===== src/rtl/branch_resolve_pkg.sv =====
// Shared types for the branch-resolution stage.
//   cf_kind_t       : control-flow op class presented by decode.
//   branch_funct3_t : RV32I conditional-branch condition codes.
//   cf_req_t        : one op as presented to the stage (all in_* fields).
//   cf_resp_t       : one result beat (all out_* data fields).
// Struct fields are sized by RV_XLEN; the stage's XLEN parameter is
// expected to equal it.
package branch_resolve_pkg;

    localparam int RV_XLEN = 32;

    typedef enum logic [1:0] {
        CF_NONE = 2'd0,
        CF_BR   = 2'd1,
        CF_JAL  = 2'd2,
        CF_JALR = 2'd3
    } cf_kind_t;

    // 3'b010 and 3'b011 are not branch conditions and resolve as not taken.
    typedef enum logic [2:0] {
        BEQ  = 3'b000,
        BNE  = 3'b001,
        BLT  = 3'b100,
        BGE  = 3'b101,
        BLTU = 3'b110,
        BGEU = 3'b111
    } branch_funct3_t;

    typedef struct packed {
        cf_kind_t             kind;
        logic [2:0]           funct3;
        logic [RV_XLEN-1:0]   pc;
        logic [RV_XLEN-1:0]   rs1;
        logic [RV_XLEN-1:0]   rs2;
        logic [RV_XLEN-1:0]   imm;
        logic                 pred_taken;
        logic [RV_XLEN-1:0]   pred_target;
        logic                 epoch;
    } cf_req_t;

    typedef struct packed {
        logic                 taken;
        logic [RV_XLEN-1:0]   target;
        logic [RV_XLEN-1:0]   link;
        logic                 mispredict;
        logic                 misalign;
    } cf_resp_t;

endpackage


===== src/rtl/branch_resolve_cmp.sv =====
// Branch comparator: evaluates an RV32I branch condition.
// Ports:
//   cmpop   in  3     branch_funct3_t condition code
//   rs1_out in  XLEN  first operand
//   rs2_imm in  XLEN  second operand
//   br_en   out 1     condition holds (0 for undefined codes)
module branch_resolve_cmp
    import branch_resolve_pkg::*;
#(
    parameter int XLEN = RV_XLEN
) (
    input  logic [2:0]      cmpop,
    input  logic [XLEN-1:0] rs1_out,
    input  logic [XLEN-1:0] rs2_imm,
    output logic            br_en
);

    always_comb begin
        br_en = 1'b0;
        case (branch_funct3_t'(cmpop))
            BEQ:     br_en = (rs1_out == rs2_imm);
            BNE:     br_en = (rs1_out != rs2_imm);
            BLT:     br_en = ($signed(rs1_out) <  $signed(rs2_imm));
            BGE:     br_en = ($signed(rs1_out) >= $signed(rs2_imm));
            BLTU:    br_en = (rs1_out <  rs2_imm);
            BGEU:    br_en = (rs1_out >= rs2_imm);
            default: br_en = 1'b0;
        endcase
    end

endmodule


===== src/rtl/branch_resolve.sv =====
// Single-entry registered branch-resolution stage.
// Takes a decoded branch/JAL/JALR with operands and the fetch prediction,
// resolves direction and target, computes the link value, flags
// mispredicts and misaligned targets, and emits one beat per op.
// A 1-bit epoch squashes wrong-path ops after a mispredict.
// Ports:
//   clk, rst           clock; asynchronous active-low reset
//   in_valid/in_ready  op handshake (in_ready = !out_valid || out_ready)
//   in_kind..in_epoch  op fields (kind, funct3, pc, rs1, rs2, imm,
//                      predicted direction/target, epoch tag)
//   out_valid/ready    result handshake
//   out_taken..misalign result fields
//   cur_epoch          current epoch, to fetch
//   br_count/mp_count  saturating counts of branches / mispredicts
module branch_resolve
    import branch_resolve_pkg::*;
#(
    parameter int XLEN  = RV_XLEN,
    parameter int CNT_W = 16
) (
    input  logic             clk,
    input  logic             rst,
    input  logic             in_valid,
    output logic             in_ready,
    input  logic [1:0]       in_kind,
    input  logic [2:0]       in_funct3,
    input  logic [XLEN-1:0]  in_pc,
    input  logic [XLEN-1:0]  in_rs1,
    input  logic [XLEN-1:0]  in_rs2,
    input  logic [XLEN-1:0]  in_imm,
    input  logic             in_pred_taken,
    input  logic [XLEN-1:0]  in_pred_target,
    input  logic             in_epoch,
    output logic             out_valid,
    input  logic             out_ready,
    output logic             out_taken,
    output logic [XLEN-1:0]  out_target,
    output logic [XLEN-1:0]  out_link,
    output logic             out_mispredict,
    output logic             out_misalign,
    output logic             cur_epoch,
    output logic [CNT_W-1:0] br_count,
    output logic [CNT_W-1:0] mp_count
);

    // Handshake: a transfer happens on a rising edge where valid && ready.
    // The output register reloads on the same edge it is consumed, so the
    // stage sustains one op per cycle with one cycle of latency.

    cf_req_t  req;
    cf_resp_t resp_d;
    cf_resp_t resp_q;
    logic     valid_q;
    logic     epoch_q;
    logic     br_en;
    logic     accept;
    logic     live;
    logic     consume;

    always_comb begin
        req.kind        = cf_kind_t'(in_kind);
        req.funct3      = in_funct3;
        req.pc          = in_pc;
        req.rs1         = in_rs1;
        req.rs2         = in_rs2;
        req.imm         = in_imm;
        req.pred_taken  = in_pred_taken;
        req.pred_target = in_pred_target;
        req.epoch       = in_epoch;
    end

    branch_resolve_cmp #(.XLEN(XLEN)) u_cmp (
        .cmpop   (req.funct3),
        .rs1_out (req.rs1),
        .rs2_imm (req.rs2),
        .br_en   (br_en)
    );

    assign in_ready = !valid_q || out_ready;
    assign accept   = in_valid && in_ready;
    assign consume  = valid_q && out_ready;
    // Wrong-epoch ops and CF_NONE are accepted but leave no trace.
    assign live     = accept && (req.epoch == epoch_q) && (req.kind != CF_NONE);

    always_comb begin
        resp_d.taken = 1'b0;
        case (req.kind)
            CF_BR:            resp_d.taken = br_en;
            CF_JAL, CF_JALR:  resp_d.taken = 1'b1;
            default:          resp_d.taken = 1'b0;
        endcase

        resp_d.link = req.pc + XLEN'(4);

        if (!resp_d.taken) begin
            resp_d.target = resp_d.link;
        end else if (req.kind == CF_JALR) begin
            resp_d.target = (req.rs1 + req.imm) & ~XLEN'(1);
        end else begin
            resp_d.target = req.pc + req.imm;
        end

        resp_d.mispredict = (resp_d.taken != req.pred_taken) ||
                            (resp_d.taken && (req.pred_target != resp_d.target));
        // Reported only; the trap decision belongs downstream.
        resp_d.misalign   = resp_d.taken && (resp_d.target[1:0] != 2'b00);
    end

    always_ff @(posedge clk or negedge rst) begin
        if (!rst) begin
            valid_q  <= 1'b0;
            resp_q   <= '0;
            epoch_q  <= 1'b0;
            br_count <= '0;
            mp_count <= '0;
        end else begin
            if (live) begin
                valid_q <= 1'b1;
                resp_q  <= resp_d;
                if (req.kind == CF_BR && br_count != '1) begin
                    br_count <= br_count + CNT_W'(1);
                end
                if (resp_d.mispredict) begin
                    // Flip on the loading edge so an old-epoch op arriving
                    // the very next cycle is already squashed.
                    epoch_q <= ~epoch_q;
                    if (mp_count != '1) begin
                        mp_count <= mp_count + CNT_W'(1);
                    end
                end
            end else if (consume) begin
                valid_q <= 1'b0;
            end
        end
    end

    assign out_valid      = valid_q;
    assign out_taken      = resp_q.taken;
    assign out_target     = resp_q.target;
    assign out_link       = resp_q.link;
    assign out_mispredict = resp_q.mispredict;
    assign out_misalign   = resp_q.misalign;
    assign cur_epoch      = epoch_q;

endmodule


===== config.mk =====
export PLATFORM = sky130hd
export DESIGN_NAME = branch_resolve
export DESIGN_NICKNAME = d
export VERILOG_FILES = /design/src/rtl/branch_resolve_pkg.sv /design/src/rtl/branch_resolve_cmp.sv /design/src/rtl/branch_resolve.sv
export SDC_FILE = /design/constraint.sdc
export NUM_CORES = 1
export LEC_CHECK = 0
export ABC_AREA = 1
export CORE_MARGIN = 2
export CORE_UTILIZATION = 25
export CTS_CLUSTER_SIZE = 30
export DETAILED_ROUTE_END_ITERATION = 7
export PLACE_DENSITY_LB_ADDON = 0.12
export SYNTH_ARGS = -nofsm -noshare
export SYNTH_HDL_FRONTEND = slang
export SYNTH_HIERARCHICAL = 1
export SYNTH_SLANG_ARGS = --single-unit

===== constraint.sdc =====
create_clock -name clk -period 2.65 [get_ports clk]
set_clock_uncertainty 0.2 [all_clocks]
set_input_delay 0.265 -clock clk [delete_from_list [all_inputs] [get_ports clk]]
set_output_delay 0.265 -clock clk [all_outputs]
set_load 0.02 [all_outputs]

## Word level (Yosys, flattened, before mapping)

Index checks and enable logic that the tools add are counted.

- Add/subtract/negate cells: 5
- Magnitude comparators: 4
- Equal/unequal tests: 15
- Mux-type cells: 6
- Bitwise gates (word level): 1
- Reduce and logical (&&, ||, !) cells: 18

Operators by type and width:

| operator | count |
|---|---|
| $add A32 B32 Y32 | 2 |
| $ge A32 B32 Y1 | 2 |
| $lt A32 B32 Y1 | 2 |
| $mux W32 | 2 |
| $ne A32 B32 Y1 | 2 |
| $add A16 B1 Y16 const B | 2 |
| $add A32 B3 Y32 const B | 1 |
| $eq A32 B32 Y1 | 1 |
| $ne A16 B16 Y1 const B | 2 |
| $eq A3 B3 Y1 const B | 4 |
| $logic_and A1 B1 Y1 | 7 |
| $pmux W1 S6 | 1 |
| $reduce_bool A2 Y1 | 3 |
| $eq A2 B2 Y1 const B | 2 |
| $reduce_and A2 Y1 | 2 |
| $eq A3 B1 Y1 const B | 1 |
| $logic_not A3 Y1 | 1 |
| $reduce_and A3 Y1 | 1 |
| $eq A2 B1 Y1 const B | 1 |
| $logic_or A1 B1 Y1 | 2 |
| $mux W1 | 2 |
| $pmux W1 S2 | 1 |
| $reduce_or A2 Y1 | 1 |
| $eq A1 B1 Y1 | 1 |
| other kinds (3) | 3 |

- Bits in registers: 101
- Bits of input ports: 171
- Output and inout bits: 102
- Logic and storage cells: 58

## Logic depth before layout (Yosys ltp)

- Depth after elaboration: 8
- Depth in mapped cells: 37

## Modules after synthesis

The synthesis kept the hierarchy.

Modules (own cells, without submodules):

| module | instances | cells each | area each (µm²) | sequential area each (µm²) |
|---|---|---|---|---|
| branch_resolve | 1 | 1,939 | 11,205.7 | 2,527.4 |
| branch_resolve_cmp | 1 | 169 | 991.0 | 0.0 |

## Least setup slack after synthesis

No wires, ideal clock.

- Path kind: in2reg
- From: input port in_rs2[31]
- To: register mp_count[12]
- Arrival time: 3.247 ns
- Data required time: 2.332 ns
- Slack: -0.915 ns
- Stages: 26
- Path buffers: 3
- Cell sequence: inv_1 -> ha_1 -> nand2_2 -> nor2_2 -> nand2_2 -> nor3b_4 -> nand2_1 -> nand2_1 -> nand2_1 -> nand3_1 -> nand2_1 -> nand3_1 -> a21oi_1 -> inv_1 -> clkbuf_1 -> buf_1 -> nand3_1 -> nand3_1 -> nand3_1 -> nor3_1 -> nand3_1 -> nor2_2 -> nand3_4 -> buf_2 -> nand4_1 -> nand2_1

- Longest elaborated chain between the ends: 8
- Elaborated cells between the ends (all ways): 14

RTL lines:

| element | RTL line | text |
|---|---|---|
| start: declaration | branch_resolve.sv:29 | `input logic [XLEN-1:0] in_rs2,` |
| $ge A32 B32 Y1 (tied with other cells) | branch_resolve_cmp.sv:26 | `BGEU: br_en = (rs1_out >= rs2_imm);` |
| $pmux W1 S6 (*) | branch_resolve_cmp.sv:20 | `case (branch_funct3_t'(cmpop))` |
| named net br_en | branch_resolve.sv:55 | `logic br_en;` |
| $pmux W1 S2 (*) | branch_resolve.sv:87 | `case (req.kind)` |
| $mux W32 | branch_resolve.sv:95 | `if (!resp_d.taken) begin` |
| $ne A32 B32 Y1 | branch_resolve.sv:104 | `(resp_d.taken && (req.pred_target != resp_d.target));` |
| $logic_and A1 B1 Y1 | branch_resolve.sv:104 |  |
| $logic_or A1 B1 Y1 (*) | branch_resolve.sv:103 | `resp_d.mispredict = (resp_d.taken != req.pred_taken) \|\|` |
| $reduce_and A3 Y1 (no line) (*) | -- |  |
| end signal: assignment | branch_resolve.sv:128 | `mp_count <= mp_count + CNT_W'(1);` |
| end: declaration | branch_resolve.sv:43 | `output logic [CNT_W-1:0] mp_count` |

The timed path passes the listed nets; every way through them passes the cells marked *.
A chain may end at the register's enable or synchronous reset.

## Worst setup path in the final report

- From: input port in_rs1[19]
- To: register mp_count[12]

- Longest elaborated chain between the ends: 8
- Elaborated cells between the ends (all ways): 16

RTL lines:

| element | RTL line | text |
|---|---|---|
| start: declaration | branch_resolve.sv:28 | `input logic [XLEN-1:0] in_rs1,` |
| $ge A32 B32 Y1 (tied with other cells) | branch_resolve_cmp.sv:26 |  |
| $pmux W1 S6 (*) | branch_resolve_cmp.sv:20 |  |
| named net br_en | branch_resolve.sv:55 |  |
| $pmux W1 S2 (*) | branch_resolve.sv:87 |  |
| $mux W32 | branch_resolve.sv:95 |  |
| $ne A32 B32 Y1 | branch_resolve.sv:104 |  |
| $logic_and A1 B1 Y1 | branch_resolve.sv:104 |  |
| $logic_or A1 B1 Y1 (*) | branch_resolve.sv:103 |  |
| $reduce_and A3 Y1 (no line) (*) | -- |  |

Marked as above.

==> reports/metrics.cfg <==
[synthesis]
ys_warn_count = 6
yosys.cell_types.count = 45
synth_most_common_cell = nand2_1
synth_edf_count = 0
synthesis.area_um2 = 12200
yosys.area.top_type = nand2_1
async_reset_ff_frac = 1.00
yosys-top-cells-area = nand2_1 (24%), dfrtp_1 (21%), inv_1 (11%)
ys_seq_area_frac = 0.207
synth_flop_cell = dfrtp_1
avgSynthCellArea_um2 = 5.79
synth_commonest_cells = nand2_1 (768), inv_1 (355), nand3_1 (248), nor2_1 (166), dfrtp_1 (101)
yosysTopAreaCellShare = 0.236
synth_seq_cells = 101
postSynthCellCount = 2108
synth_fp_nets = 2377

[critical_path]
critPathLaunchType = input port
r2r-start = br_count[0]
crit_required_ps = 2700
path_max_fanout = 8
crit_type = in -> reg
critPathMaxStageDelay_ps = 330
crit_start = in_rs1[19]
reg2regPathDepth = 14
reg2reg_slack_ps = 180
worstPathArrival_ps = 3900
cp-end-kind = flop
crit_top_cell = nand2_1
cpMaxStageDelayCell = or2_2

[sta]
min_period_ps = 3850
clock.fmax_mhz = 260
finalHoldViolations = 0
finalMaxSlewViolations = 0
worstMarginPinSlew_ps = 626
slew_headroom = 0.583
finalCritPeriodShare = 1.45
rsz0062_at_grt = yes
setup_ws_ps = -1200
finalSetupViolations = 49

[power_and_ir_drop]
swShare = 0.425
pwr-share-comb = 0.607
seq_power_share = 0.256
powerDensity_nw_per_um2 = 489
finalPower_mw = 9.81
cellLeakagePower_nw = 10.7
vdd_ir_drop_max_v = 0.000350
internal_power_mw = 5.64
p_switching_mw = 4.17
clockPowerShare = 0.137

[cells_and_area]
finalNonFillerCells = 3381
syn_to_final_growth_pct = 64.5
drive_above_1_share = 0.230
fill_cells = 5201
finalNetCount = 3027

[placement]
dp.cells = 3332
hpwlAfterDp_mm = 45.6
io_buffers = 272
gp_congestion = 0.863
dpl_worst_slack_ps = -2190

[grt]
grt_max_degree = 53
grt_antenna_before_repair = 8
grt_usage = 0.207
grt_pass1_wl_mm = 81.0
grt_pass1_vias = 15200
overflow = 0

[detailed_routing]
vias = 15400
dr.pass1.iters = 5
post-route-drc-count = 0
vias_per_cell = 4.56
drtIter0Drc = 807
wl_per_cell_um = 15.7
ant_nets = 0
routed_wl_mm = 53.2

[cts]
clock_path_buffers = 2
clock-sinks = 101
clk_pin_slew_ps = 70
worstSkewPairLatency_ps = 360
cts-root-buf = clkbuf_16
cts_max_level = 3
cts_made_buffers = 9
cts_tree = built

[die]
die_area_um2 = 50600
row_count = 80
die_h_um = 225
ios = 273
core_um2 = 47900
start_util = 0.254
die_x_um = 225

[status]
violations = negative setup slack
status = finished, violations left

[min_path]
worstHoldPathType = in -> async

[job]
cap_violations = 0

## state kept, by name, summed over array words and instances (netlist names)
signal / count
out_link: 32
out_target: 32
br_count: 16
mp_count: 16
cur_epoch: 1
out_misalign: 1
out_mispredict: 1
out_taken: 1
out_valid: 1
## worst max-delay path: cells and delay by family
kind            cells  cell delay [ps]
simple gates       17             2080
compound gates      1              270
buf+inv             7              950
fa+ha+maj           1              300
## per-stage QoR
| step | instance area [µm²] | hold slack (ps) | TNS (ps) | util |
|---|---|---|---|---|
| 3_3_place_gp | 18500 | 88.1 | -77890 | 0.387 |
| 3_5_place_dp | 18500 | 85.3 | -78920 | 0.387 |
| 5_1_grt | 20100 | 297 | -38020 | 0.419 |
| 6_report | 20100 | 238 | -29750 | 0.419 |
| 2_1_floorplan | 12300 | -231 | -12830 | - |
| 4_1_cts | 19400 | 243 | -29280 | 0.405 |
## power groups by stage
stage                     Combinational, mW  Sequential, mW  Clock, mW
after floorplan                        1.95            3.19          0
after global placement                 5.54            2.53          0
after detailed placement               5.57            2.56          0
after CTS                              5.73            2.53       1.39
after global routing                   6.51            2.60       1.43
final                                  5.95            2.51       1.34
## cell type report
class / count / area, µm² / area share
clock inverter: 4 / 50.0 / 0.00249
clock buffer: 10 / 239 / 0.0119
timing repair buffer: 671 / 5910 / 0.295
tap: 615 / 769 / 0.0383
inverter: 360 / 1370 / 0.0683
sequential: 101 / 2530 / 0.126
multi-input combinational: 1614 / 9180 / 0.457
timing repair inverter: 1 / 7.51 / 0.000374
antenna: 5 / 12.5 / 0.000623
## routing by layer
layer / vias up / GRT usage / routed length (µm)
li1: 7995 / - / -
met1: 7016 / 0.276 / 24500
met2: 330 / 0.351 / 25100
met3: 67 / 0.0200 / 2130
met4: 6 / 0.0694 / 1470
met5: - / 0 / 44
## layout by cell type, fill, tap and decap left out, drive strengths merged, types with 18 or more instances in the layout
cell type	synthesis	final
a21oi	60	60
a31oi	24	24
buf	15	423
clkdlybuf4s50	0	207
dfrtp	101	101
dlygate4sd2	0	23
ha	96	96
inv	359	360
nand2	774	774
nand3	251	252
nand4	42	42
nor2	174	174
nor3	27	27
o21ai	48	48
or2	18	18
xor2	35	35
## cells by family after synthesis
logic type / after synthesis / share of synthesized area
xor+xnor: 51 / 0.0366
compound gates: 151 / 0.0691
fa+ha+maj: 98 / 0.102
simple gates: 1312 / 0.462
mux: 1 / 0.000923
flops: 101 / 0.207
buf+inv: 394 / 0.123
## final timing paths
path                             endpoint
min                          out_link[10]
min in group clk             out_link[10]
max                          mp_count[12]
max reg2reg                  br_count[15]
max in group asynchronous  out_target[21]
min reg2reg                  out_link[10]
## repair_timing
item                                    in CTS  in global routing
endpoints found under the hold margin       36                  0
buffers inserted                            10                 21
cloned                                       2                  5
gates resized for setup                    290                101
hold buffers                                 1                  0
pin swaps                                   89                 64
endpoints found under the setup margin      52                 55
No activity file was read; power rests on OpenSTA's default activity.
